File: src/rtl/dmx512_tx_gen2.sv
// DMX512 transmitter: BREAK, MAB, start code and data slots fetched from a synchronous slot memory.
// Optional mark-between-slots via `define DMX_TX_MBS_EN (adds mbs_bits input and MBS state).
module dmx512_tx_gen2 #(
    parameter int unsigned CLK_FREQ  = 12000000,
    parameter int unsigned BAUD_RATE = 250000,
    parameter int unsigned MAX_SLOTS = 512,
    parameter int unsigned ADDR_W    = 9
) (
    input  logic              clk,
    input  logic              rst_n,
    input  logic              enable,
    input  logic              start,
    input  logic [9:0]        num_slots,
    input  logic [7:0]        start_code,
    input  logic [7:0]        break_bits,
    input  logic [3:0]        mab_bits,
`ifdef DMX_TX_MBS_EN
    input  logic [3:0]        mbs_bits,
`endif
    input  logic [31:0]       frame_period,
    output logic              mem_rd_en,
    output logic [ADDR_W-1:0] mem_addr,
    input  logic [7:0]        mem_rdata,
    output logic              tx,
    output logic              busy,
    output logic              frame_done
);

    localparam int unsigned BIT_CLKS = CLK_FREQ / BAUD_RATE;
    localparam int unsigned CW       = (BIT_CLKS > 1) ? $clog2(BIT_CLKS) : 1;
    localparam logic [CW-1:0] BIT_LAST = CW'(BIT_CLKS - 1);

    typedef enum logic [2:0] {
        StIdle, StBreak, StMab, StStart, StData, StStop, StGap
`ifdef DMX_TX_MBS_EN
        , StMbs
`endif
    } state_t;

    state_t            state_q, state_d;
    logic [CW-1:0]     cnt_q, cnt_d;
    logic [7:0]        bits_q, bits_d;
    logic [31:0]       pcnt_q, pcnt_d;
    logic [9:0]        slot_q, slot_d;
    logic [7:0]        sh_q, sh_d;
    logic [7:0]        buf_q, buf_d;
    logic [9:0]        n_q, n_d;
    logic [7:0]        sc_q, sc_d;
    logic [7:0]        brk_q, brk_d;
    logic [3:0]        mab_q, mab_d;
    logic [31:0]       per_q, per_d;
`ifdef DMX_TX_MBS_EN
    logic [3:0]        mbs_q, mbs_d;
`endif
    logic              rd_q, rd_d, rd_dly_q;
    logic [ADDR_W-1:0] addr_q, addr_d;
    logic              done_q, done_d;
    logic              bit_end, first_cyc, go_break, next_slot;

    always_comb begin
        state_d   = state_q;
        cnt_d     = cnt_q;
        bits_d    = bits_q;
        pcnt_d    = pcnt_q;
        slot_d    = slot_q;
        sh_d      = sh_q;
        n_d       = n_q;
        sc_d      = sc_q;
        brk_d     = brk_q;
        mab_d     = mab_q;
        per_d     = per_q;
`ifdef DMX_TX_MBS_EN
        mbs_d     = mbs_q;
`endif
        rd_d      = 1'b0;
        addr_d    = addr_q;
        done_d    = 1'b0;
        go_break  = 1'b0;
        next_slot = 1'b0;
        bit_end   = (cnt_q == BIT_LAST);
        first_cyc = (cnt_q == '0) && (bits_q == 8'd0);
        // Read data is valid the cycle after the strobe; capture it then.
        buf_d     = rd_dly_q ? mem_rdata : buf_q;

        if (state_q != StIdle) pcnt_d = pcnt_q + 32'd1;
        if (state_q != StIdle && state_q != StGap) begin
            cnt_d  = bit_end ? '0 : cnt_q + 1'b1;
            bits_d = bit_end ? bits_q + 8'd1 : bits_q;
        end

        unique case (state_q)
            StIdle: go_break = enable | start;
            StBreak: begin
                if (bit_end && bits_q == brk_q - 8'd1) begin
                    state_d = StMab;
                    bits_d  = 8'd0;
                end
            end
            StMab: begin
                if (first_cyc && n_q != 10'd0) begin
                    rd_d   = 1'b1;
                    addr_d = '0;
                end
                if (bit_end && bits_q == {4'd0, mab_q - 4'd1}) begin
                    state_d = StStart;
                    bits_d  = 8'd0;
                    slot_d  = 10'd0;
                    sh_d    = sc_q;
                end
            end
            StStart: begin
                if (bit_end) begin
                    state_d = StData;
                    bits_d  = 8'd0;
                end
            end
            StData: begin
                if (bit_end && bits_q == 8'd7) begin
                    state_d = StStop;
                    bits_d  = 8'd0;
                end
            end
            StStop: begin
                // Prefetch the next slot while the stop bits are on the line.
                if (first_cyc && slot_q != n_q) begin
                    rd_d   = 1'b1;
                    addr_d = ADDR_W'(slot_q);
                end
                if (bit_end && bits_q == 8'd1) begin
                    bits_d = 8'd0;
                    if (slot_q == n_q) begin
                        done_d  = 1'b1;
                        state_d = enable ? StGap : StIdle;
                    end
`ifdef DMX_TX_MBS_EN
                    else if (mbs_q != 4'd0) begin
                        state_d = StMbs;
                    end
`endif
                    else begin
                        next_slot = 1'b1;
                    end
                end
            end
`ifdef DMX_TX_MBS_EN
            StMbs: begin
                if (bit_end && bits_q == {4'd0, mbs_q - 4'd1}) begin
                    bits_d    = 8'd0;
                    next_slot = 1'b1;
                end
            end
`endif
            StGap: begin
                if (!enable) state_d = StIdle;
                else if ({1'b0, pcnt_q} + 33'd1 >= {1'b0, per_q}) go_break = 1'b1;
            end
            default: state_d = StIdle;
        endcase

        if (next_slot) begin
            state_d = StStart;
            slot_d  = slot_q + 10'd1;
            sh_d    = buf_q;
        end

        if (go_break) begin
            state_d = StBreak;
            cnt_d   = '0;
            bits_d  = 8'd0;
            pcnt_d  = 32'd0;
            n_d     = (num_slots > 10'(MAX_SLOTS)) ? 10'(MAX_SLOTS) : num_slots;
            sc_d    = start_code;
            brk_d   = (break_bits < 8'd23) ? 8'd23 : break_bits;
            mab_d   = (mab_bits < 4'd2) ? 4'd2 : mab_bits;
            per_d   = frame_period;
`ifdef DMX_TX_MBS_EN
            mbs_d   = mbs_bits;
`endif
        end
    end

    always_ff @(posedge clk or negedge rst_n) begin
        if (!rst_n) begin
            state_q  <= StIdle;
            cnt_q    <= '0;
            bits_q   <= 8'd0;
            pcnt_q   <= 32'd0;
            slot_q   <= 10'd0;
            sh_q     <= 8'd0;
            buf_q    <= 8'd0;
            n_q      <= 10'd0;
            sc_q     <= 8'd0;
            brk_q    <= 8'd0;
            mab_q    <= 4'd0;
            per_q    <= 32'd0;
`ifdef DMX_TX_MBS_EN
            mbs_q    <= 4'd0;
`endif
            rd_q     <= 1'b0;
            rd_dly_q <= 1'b0;
            addr_q   <= '0;
            done_q   <= 1'b0;
        end else begin
            state_q  <= state_d;
            cnt_q    <= cnt_d;
            bits_q   <= bits_d;
            pcnt_q   <= pcnt_d;
            slot_q   <= slot_d;
            sh_q     <= sh_d;
            buf_q    <= buf_d;
            n_q      <= n_d;
            sc_q     <= sc_d;
            brk_q    <= brk_d;
            mab_q    <= mab_d;
            per_q    <= per_d;
`ifdef DMX_TX_MBS_EN
            mbs_q    <= mbs_d;
`endif
            rd_q     <= rd_d;
            rd_dly_q <= rd_q;
            addr_q   <= addr_d;
            done_q   <= done_d;
        end
    end

    // Line level decoded straight from state so an async reset releases tx at once.
    always_comb begin
        tx = 1'b1;
        case (state_q)
            StBreak, StStart: tx = 1'b0;
            StData:           tx = sh_q[bits_q[2:0]];
            default:          tx = 1'b1;
        endcase
    end

    assign busy       = (state_q != StIdle) && (state_q != StGap);
    assign frame_done = done_q;
    assign mem_rd_en  = rd_q;
    assign mem_addr   = addr_q;

endmodule

File: config.mk
export PLATFORM = sky130hd
export DESIGN_NAME = dmx512_tx_gen2
export DESIGN_NICKNAME = d
export VERILOG_FILES = /design/src/rtl/dmx512_tx_gen2.sv
export SDC_FILE = /design/constraint.sdc
export NUM_CORES = 1
export LEC_CHECK = 0
export ABC_AREA = 1
export CAP_MARGIN = 20
export CORE_ASPECT_RATIO = 0.9
export CORE_UTILIZATION = 45
export DETAILED_ROUTE_END_ITERATION = 10
export PLACE_DENSITY = 0.72
export SLEW_MARGIN = 15
export SYNTH_ARGS = -nofsm -noshare
export SYNTH_HDL_FRONTEND = slang
export SYNTH_SLANG_ARGS = --single-unit
File: constraint.sdc
create_clock -name clk -period 3 [get_ports clk]
set_clock_uncertainty 0.2 [all_clocks]
set_input_delay 0.6 -clock clk [delete_from_list [all_inputs] [get_ports clk]]
set_output_delay 0.6 -clock clk [all_outputs]
set_load 0.02 [all_outputs]
---- Yosys cells after proc, flatten, opt, wreduce, memory -nomap -nowiden ----
Index checks and enable logic that the tools add are counted.
word-level totals
  flip-flop bits (word level) ............. 149
  bits in latches ......................... 0
  memory bits (writable) .................. 0
  ROM bits ................................ 0
  input bits .............................. 74
  output and inout port bits .............. 13
  memories kept ........................... 0
cells by class
  $add $sub $neg .......................... 7
  multiply operators ...................... 0
  div/mod/pow operators ................... 0
  order comparisons ....................... 5
  equality and inequality tests ........... 24
  shift operators ......................... 0
  multiplexer cells ....................... 52
  bitwise logic cells ..................... 1
  reductions and logical operators ........ 22
operators with widths
  operator                                                          count
  8-bit 2-to-1 mux                                                  12
  32-bit 2-to-1 mux                                                 2
  10-bit 2-to-1 mux                                                 4
  8-bit case mux with 5 select lines                                1
  32-bit by 1-bit adder with 33-bit output (second input constant)  1
  33-bit by 32-bit >= comparator with 1-bit output                  1
  32-bit by 1-bit adder with 32-bit output (second input constant)  1
  3-bit 2-to-1 mux                                                  10
  4-bit inequality test (second input constant)                     7
  3-bit case mux with 7 select lines                                1
  6-bit 2-to-1 mux                                                  3
  9-bit 2-to-1 mux                                                  2
  9-bit case mux with 2 select lines                                1
  1-bit 2-to-1 mux                                                  11
  10-bit by 1-bit adder with 10-bit output (second input constant)  1
  10-bit == test                                                    1
  10-bit greater-than comparator (second input constant)            1
  10-bit inequality test                                            1
  10-bit nonzero test                                               1
  2-bit nonzero test                                                5
  3-bit == test (second input constant)                             3
  8-bit by 1-bit adder with 8-bit output (second input constant)    1
  8-bit by 1-bit == test with 1-bit output (second input constant)  1
  8-bit by 3-bit == test with 1-bit output (second input constant)  1
  other kinds (26)                                                  38

---- Longest topological paths before layout ----
  word-level depth ........................ 7
  gate-level depth with buffers ........... 25
  mapped depth without buffers ............ 24

---- Worst setup path after synthesis ----
Ideal clock, no wire load.
  kind .................................... register -> register
  start ................................... register pcnt_q[0]
  end ..................................... register cnt_q[1]
  setup time .............................. 0.121 ns
  arrival time ............................ 2.782 ns
  data required time ...................... 2.679 ns
  path slack .............................. -0.103 ns
  stages on the path, launching flop included .. 25
  path buffers ............................ 2
  clock period less this slack ............ 3.103 ns
  path through ............................ dfrtp_1 > ha_1 > nand3_1 > inv_1 > nand2_1 > nor2_2 > nand3_1 > nor2_1 > nor2_1 > ha_1 > nand2_1 > nor2_1 > nand3_1 > nor2_1 > nor2_1 > nand2_1 > nand2_1 > nand2_1 > nand2_1 > nand2_2 > nand2_4 > nand2_4 > buf_6 > buf_6 > nor2_1
on the way
  longest elaborated chain between the ends .. 6
RTL lines
  what                                                    line  text
  start: declaration                                      43    logic [31:0] pcnt_q, pcnt_d;
  start signal: assignment                                207   pcnt_q <= pcnt_d;
  32-bit by 1-bit adder with 33-bit output (*)            155   else if ({1'b0, pcnt_q} + 33'd1 >= {1'b0, per_q}) go_break = 1'b1;
  33-bit by 32-bit >= comparator with 1-bit output (*)    155
  1-bit 2-to-1 mux (*)                                    155
  1-bit 2-to-1 mux (*)                                    154   if (!enable) state_d = StIdle;
  1-bit case mux with 2 select lines (*)                  91    unique case (state_q)
  6-bit 2-to-1 mux or 2-bit nonzero test (tied branches)  --
  end signal: assignment                                  205   cnt_q <= cnt_d;
  end: declaration                                        41    logic [CW-1:0] cnt_q, cnt_d;
Every way passes the cells marked *; elsewhere a longest branch is shown, timed or not.
A chain may end at the register's enable or synchronous reset.

---- Final worst setup path ----
  start ................................... register pcnt_q[0]
  end ..................................... register pcnt_q[4]
on the way
  longest elaborated chain between the ends .. 6
RTL lines
  what                                                     line
  32-bit by 1-bit adder with 33-bit output                 155
  33-bit by 32-bit >= comparator with 1-bit output         155
  1-bit 2-to-1 mux                                         155
  1-bit 2-to-1 mux                                         154
  1-bit case mux with 2 select lines                       91
  32-bit 2-to-1 mux or 2-bit nonzero test (tied branches)  --
Parallel ways exist; a longest one is shown, timed or not. The select of a mux whose other input is x is not followed.

==> flow_summary.yaml <==
synthesis:
  muxShareOfSynthArea_pct: 0.124
  synthSimpleGateAreaFrac_pct: 33.5
  synth_xor_area_share_pct: 3.84
  ys_seq_elements: 149
  synth_top_family_by_area: "simple AND/OR/NAND/NOR gates"
  synth_compound_area_share_pct: 6.81
  synth_ff_type: "dfrtp_1"
  synthArstFlopShare_pct: 100
  syn-instance-count: 1274
  synthAdderAreaFrac_pct: 5.63
  yosysSeqAreaShare_pct: 40.9
  synth_edf_count: 0
  yosysUniqueCellTypes: 41
  syn_avg_cell_area_um2: 7.15
  yosys_warnings: 0
  synth_area_um2: 9110
  syn_nets: 1389
detailed_routing:
  first_pass_iters: 9
  antenna_left: 0
  avgRoutedWirePerCell_um: 15.1
  vias: 9053
  viasPerCell: 5.22
  drcViolationCount: 8
  initialDrtViolationCount: 566
  routed_wl_um: 26100
power_and_ir_drop:
  p_switching_w: 0.00109
  power_w: 0.00439
  p_leak_nw: 6.34
  power_frac_seq_pct: 45.8
  clkPwrFrac_pct: 50.3
  power.internal_w: 0.00330
  cellPowerDensity_nw_per_um2: 352
  p_comb_share_pct: 3.9
  power_switching_share_pct: 24.8
  peakVddDrop_uv: 360
finish:
  drive_gt1_share_pct: 20.2
  fin_nets: 1580
  layout_common_cells: "nand2_1 (360), inv_1 (162), dfrtp_1 (147)"
  diodes: 0
  mostFrequentLayoutCell: "nand2_1"
  area_growth_pct: 36.8
  fin_cells: 1733
  layout.cell_area.non_filler_um2: 12500
sta:
  relSlewSlack_pct: 30.3
  setup_tns_ns: -64.63
  setup_viol: 111
  max_freq_ghz: 0.276
  worst_slew_pin_slew_ns: 1.04
  rsz0062_at_grt: "true"
  finalWorstSetupSlack_ns: -0.625
  hold_violations: 0
  slew_viol_final: 0
  period_needed_ns: 3.62
  post-route-period-util_pct: 121
setup_path:
  crit_family: "simple AND/OR/NAND/NOR gates"
  endpoint: "pcnt_q[4]"
  reg2reg_slack_ns: -0.62
  r2r_start: "pcnt_q[0]"
  rr_worst_depth: 24
  worst-setup-path-type: "reg2reg"
  end_kind: "flip-flop"
  critPathMaxFanout: 7
  cp_cell_sequence: "ha_4 -> nand3_4 -> inv_2 -> nand2_4 -> nor2_4 -> nand2_2 -> nor2_4 -> nand3_2 -> xor2_1 -> inv_1 -> ha_4 -> nand2_1 -> inv_2 -> nand3_2 -> nor2_4 -> nand4_1 -> nand3_2 -> nor2_2 -> nand2_2 -> nand2_4 -> nand2_8 -> buf_12 -> clkbuf_16 -> nor2_2"
  r2r_end: "pcnt_q[4]"
  critPathBufInv: 5
  required_ns: 3.12
  cp_num_cells: 24
  cp.arrival_ns: 3.75
  crit_start: "pcnt_q[0]"
  start_kind: "flip-flop"
  cp_slowest_stage_delay_ns: 0.42
  slowest_stage: "dfrtp_1"
floorplan:
  rows: 49
  dieArea_um2: 20800
  io_pins: 87
  dieWidth_um: 152
  floorplan.core_area_um2: 19900
  start_util_pct: 45.7
  die_h_um: 137
place:
  gp_congestion: 0.931
  dp_cells: 1667
  dpl_worst_slack_ns: -0.591
  portBuffers: 86
  placed_area_um2: 10900
  dp_hpwl_um: 16900
clock_tree:
  cts_buffers: 17
  cts_tree: "done"
  root_buffer: "clkbuf_16"
  clk_latency_ns: 0.45
  cts.sinks: 149
  cts.clk_slew.worst_paths_ns: 0.06
  cts_htree_levels: 4
  clk_path_buf_depth: 2
global_route:
  antenna_found_initial: 0
  grt_max_degree: 60
  grt_overflow_total: 0
  grt_pass1_wl_um: 40100
  grt_use_total_pct: 24.2
  grt_pass1_vias: 8377
min_path:
  min_path_cells: 0
  hp-class: "reg2reg"
run:
  cap_violations: 0
run_status:
  outcome: "finished, violations left"
  violations: "design-rule violations, negative setup slack"
[power groups by stage]
stage	Sequential [W]	Combinational (W)	Clock (W)
after floorplan	0.00205	0.0000152	0
after global placement	0.00205	0.000169	0
after detailed placement	0.00205	0.000168	0
after CTS	0.00201	0.000170	0.00222
after global routing	0.00201	0.000190	0.00230
final	0.00201	0.000172	0.00221
[worst min path at each step]
stage	to	startpoint
floorplan	bits_q[0]	rst_n
CTS	rd_dly_q	mem_rd_en
detailed placement	rd_dly_q	mem_rd_en
global placement	rd_dly_q	mem_rd_en
global route	rd_dly_q	mem_rd_en
finish	rd_dly_q	mem_rd_en
[layer usage]
metal  up-vias  global-route usage, %  part of all wire (%)
met4         0                   9.01                   1.9
met3        38                   3.42                   5.7
met2       302                   40.1                    47
li1       4410                      -                     -
met1      4303                   32.3                    45
met5         -                      0                     0
[state kept, by name, summed over array words and instances, names as in the netlist, 3 cells and up]
register,cells
pcnt_q,32
per_q,32
n_q,10
slot_q,10
mem_addr,9
bits_q,8
brk_q,8
buf_q,8
sc_q,8
sh_q,8
cnt_q,6
mab_q,4
state_q,3
[cell type report]
| type | instances | area [µm²] |
|---|---|---|
| flip-flops and latches | 149 | 3730 |
| clock inverters | 15 | 181 |
| inverters | 172 | 646 |
| well taps | 255 | 319 |
| repair buffers | 207 | 2030 |
| multi-input cells | 918 | 5140 |
| fillers | 1662 | 7460 |
| clock buffers | 17 | 425 |
[per-stage QoR]
step | hold WS [ns] | utilization, %
2_1_floorplan | 0.104 | -
3_3_place_gp | 0.189 | 54.6
3_5_place_dp | 0.180 | 54.6
4_1_cts | 0.212 | 58.8
5_1_grt | 0.224 | 62.6
6_report | 0.203 | 62.6
[synthesized netlist by cell type (all sizes together), types with 2 or more instances]
| cell | n | share of area [%] |
|---|---|---|
| buf | 24 | 1.6 |
| a31oi | 4 | 0.27 |
| clkbuf | 11 | 0.45 |
| o221ai | 2 | 0.19 |
| dfrtp | 149 | 41 |
| and2 | 2 | 0.14 |
| nor4 | 6 | 0.48 |
| nand3b | 2 | 0.16 |
| inv | 170 | 7.0 |
| nor2 | 133 | 5.9 |
| o32ai | 2 | 0.19 |
| nand2 | 408 | 17 |
| ha | 41 | 5.6 |
| clkinv | 2 | 0.082 |
| nor3 | 23 | 1.3 |
| xnor2 | 4 | 0.38 |
| o21ai | 43 | 2.4 |
| o31a | 2 | 0.19 |
| or2 | 4 | 0.27 |
| xor2 | 36 | 3.5 |
| nand4 | 13 | 0.89 |
| o211ai | 6 | 0.49 |
| a21o | 3 | 0.25 |
| nand3 | 131 | 7.2 |
| a21oi | 48 | 2.6 |
[cell families (layout without fill, tap and decap cells)]
logic type	count (synthesis)	count (layout)
adders and majority gates	41	41
muxes	1	1
and+or+nand+nor	724	724
buffers and inverters	207	411
DFF	149	149
AOI/OAI and AO/OA	112	112
xor gates and xnor gates	40	40
[worst register-to-register path, cell delays in order (launching register included)]
cell and delay, ns:
dfrtp_1 0.42, ha_4 0.17, nand3_4 0.09, inv_2 0.09, nand2_4 0.07, nor2_4 0.20, nand2_2 0.10, nor2_4 0.12
nand3_2 0.08, xor2_1 0.15, inv_1 0.11, ha_4 0.28, nand2_1 0.07, inv_2 0.08, nand3_2 0.10, nor2_4 0.14
nand4_1 0.16, nand3_2 0.13, nor2_2 0.04, nand2_2 0.09, nand2_4 0.10, nand2_8 0.14, buf_12 0.15, clkbuf_16 0.18
nor2_2 0.04
[repair_timing]
| action | 4_1_cts | 5_1_grt |
|---|---|---|
| endpoints found under the setup margin | 112 | 111 |
| buffers inserted | 6 | 19 |
| hold endpoints to repair | 57 | 0 |
| pin swaps | 9 | 32 |
| cloned | 2 | 8 |
| resized for setup | 33 | 117 |
| hold buffers | 1 | 0 |
Note: power is estimated with default switching activity, not from simulation.
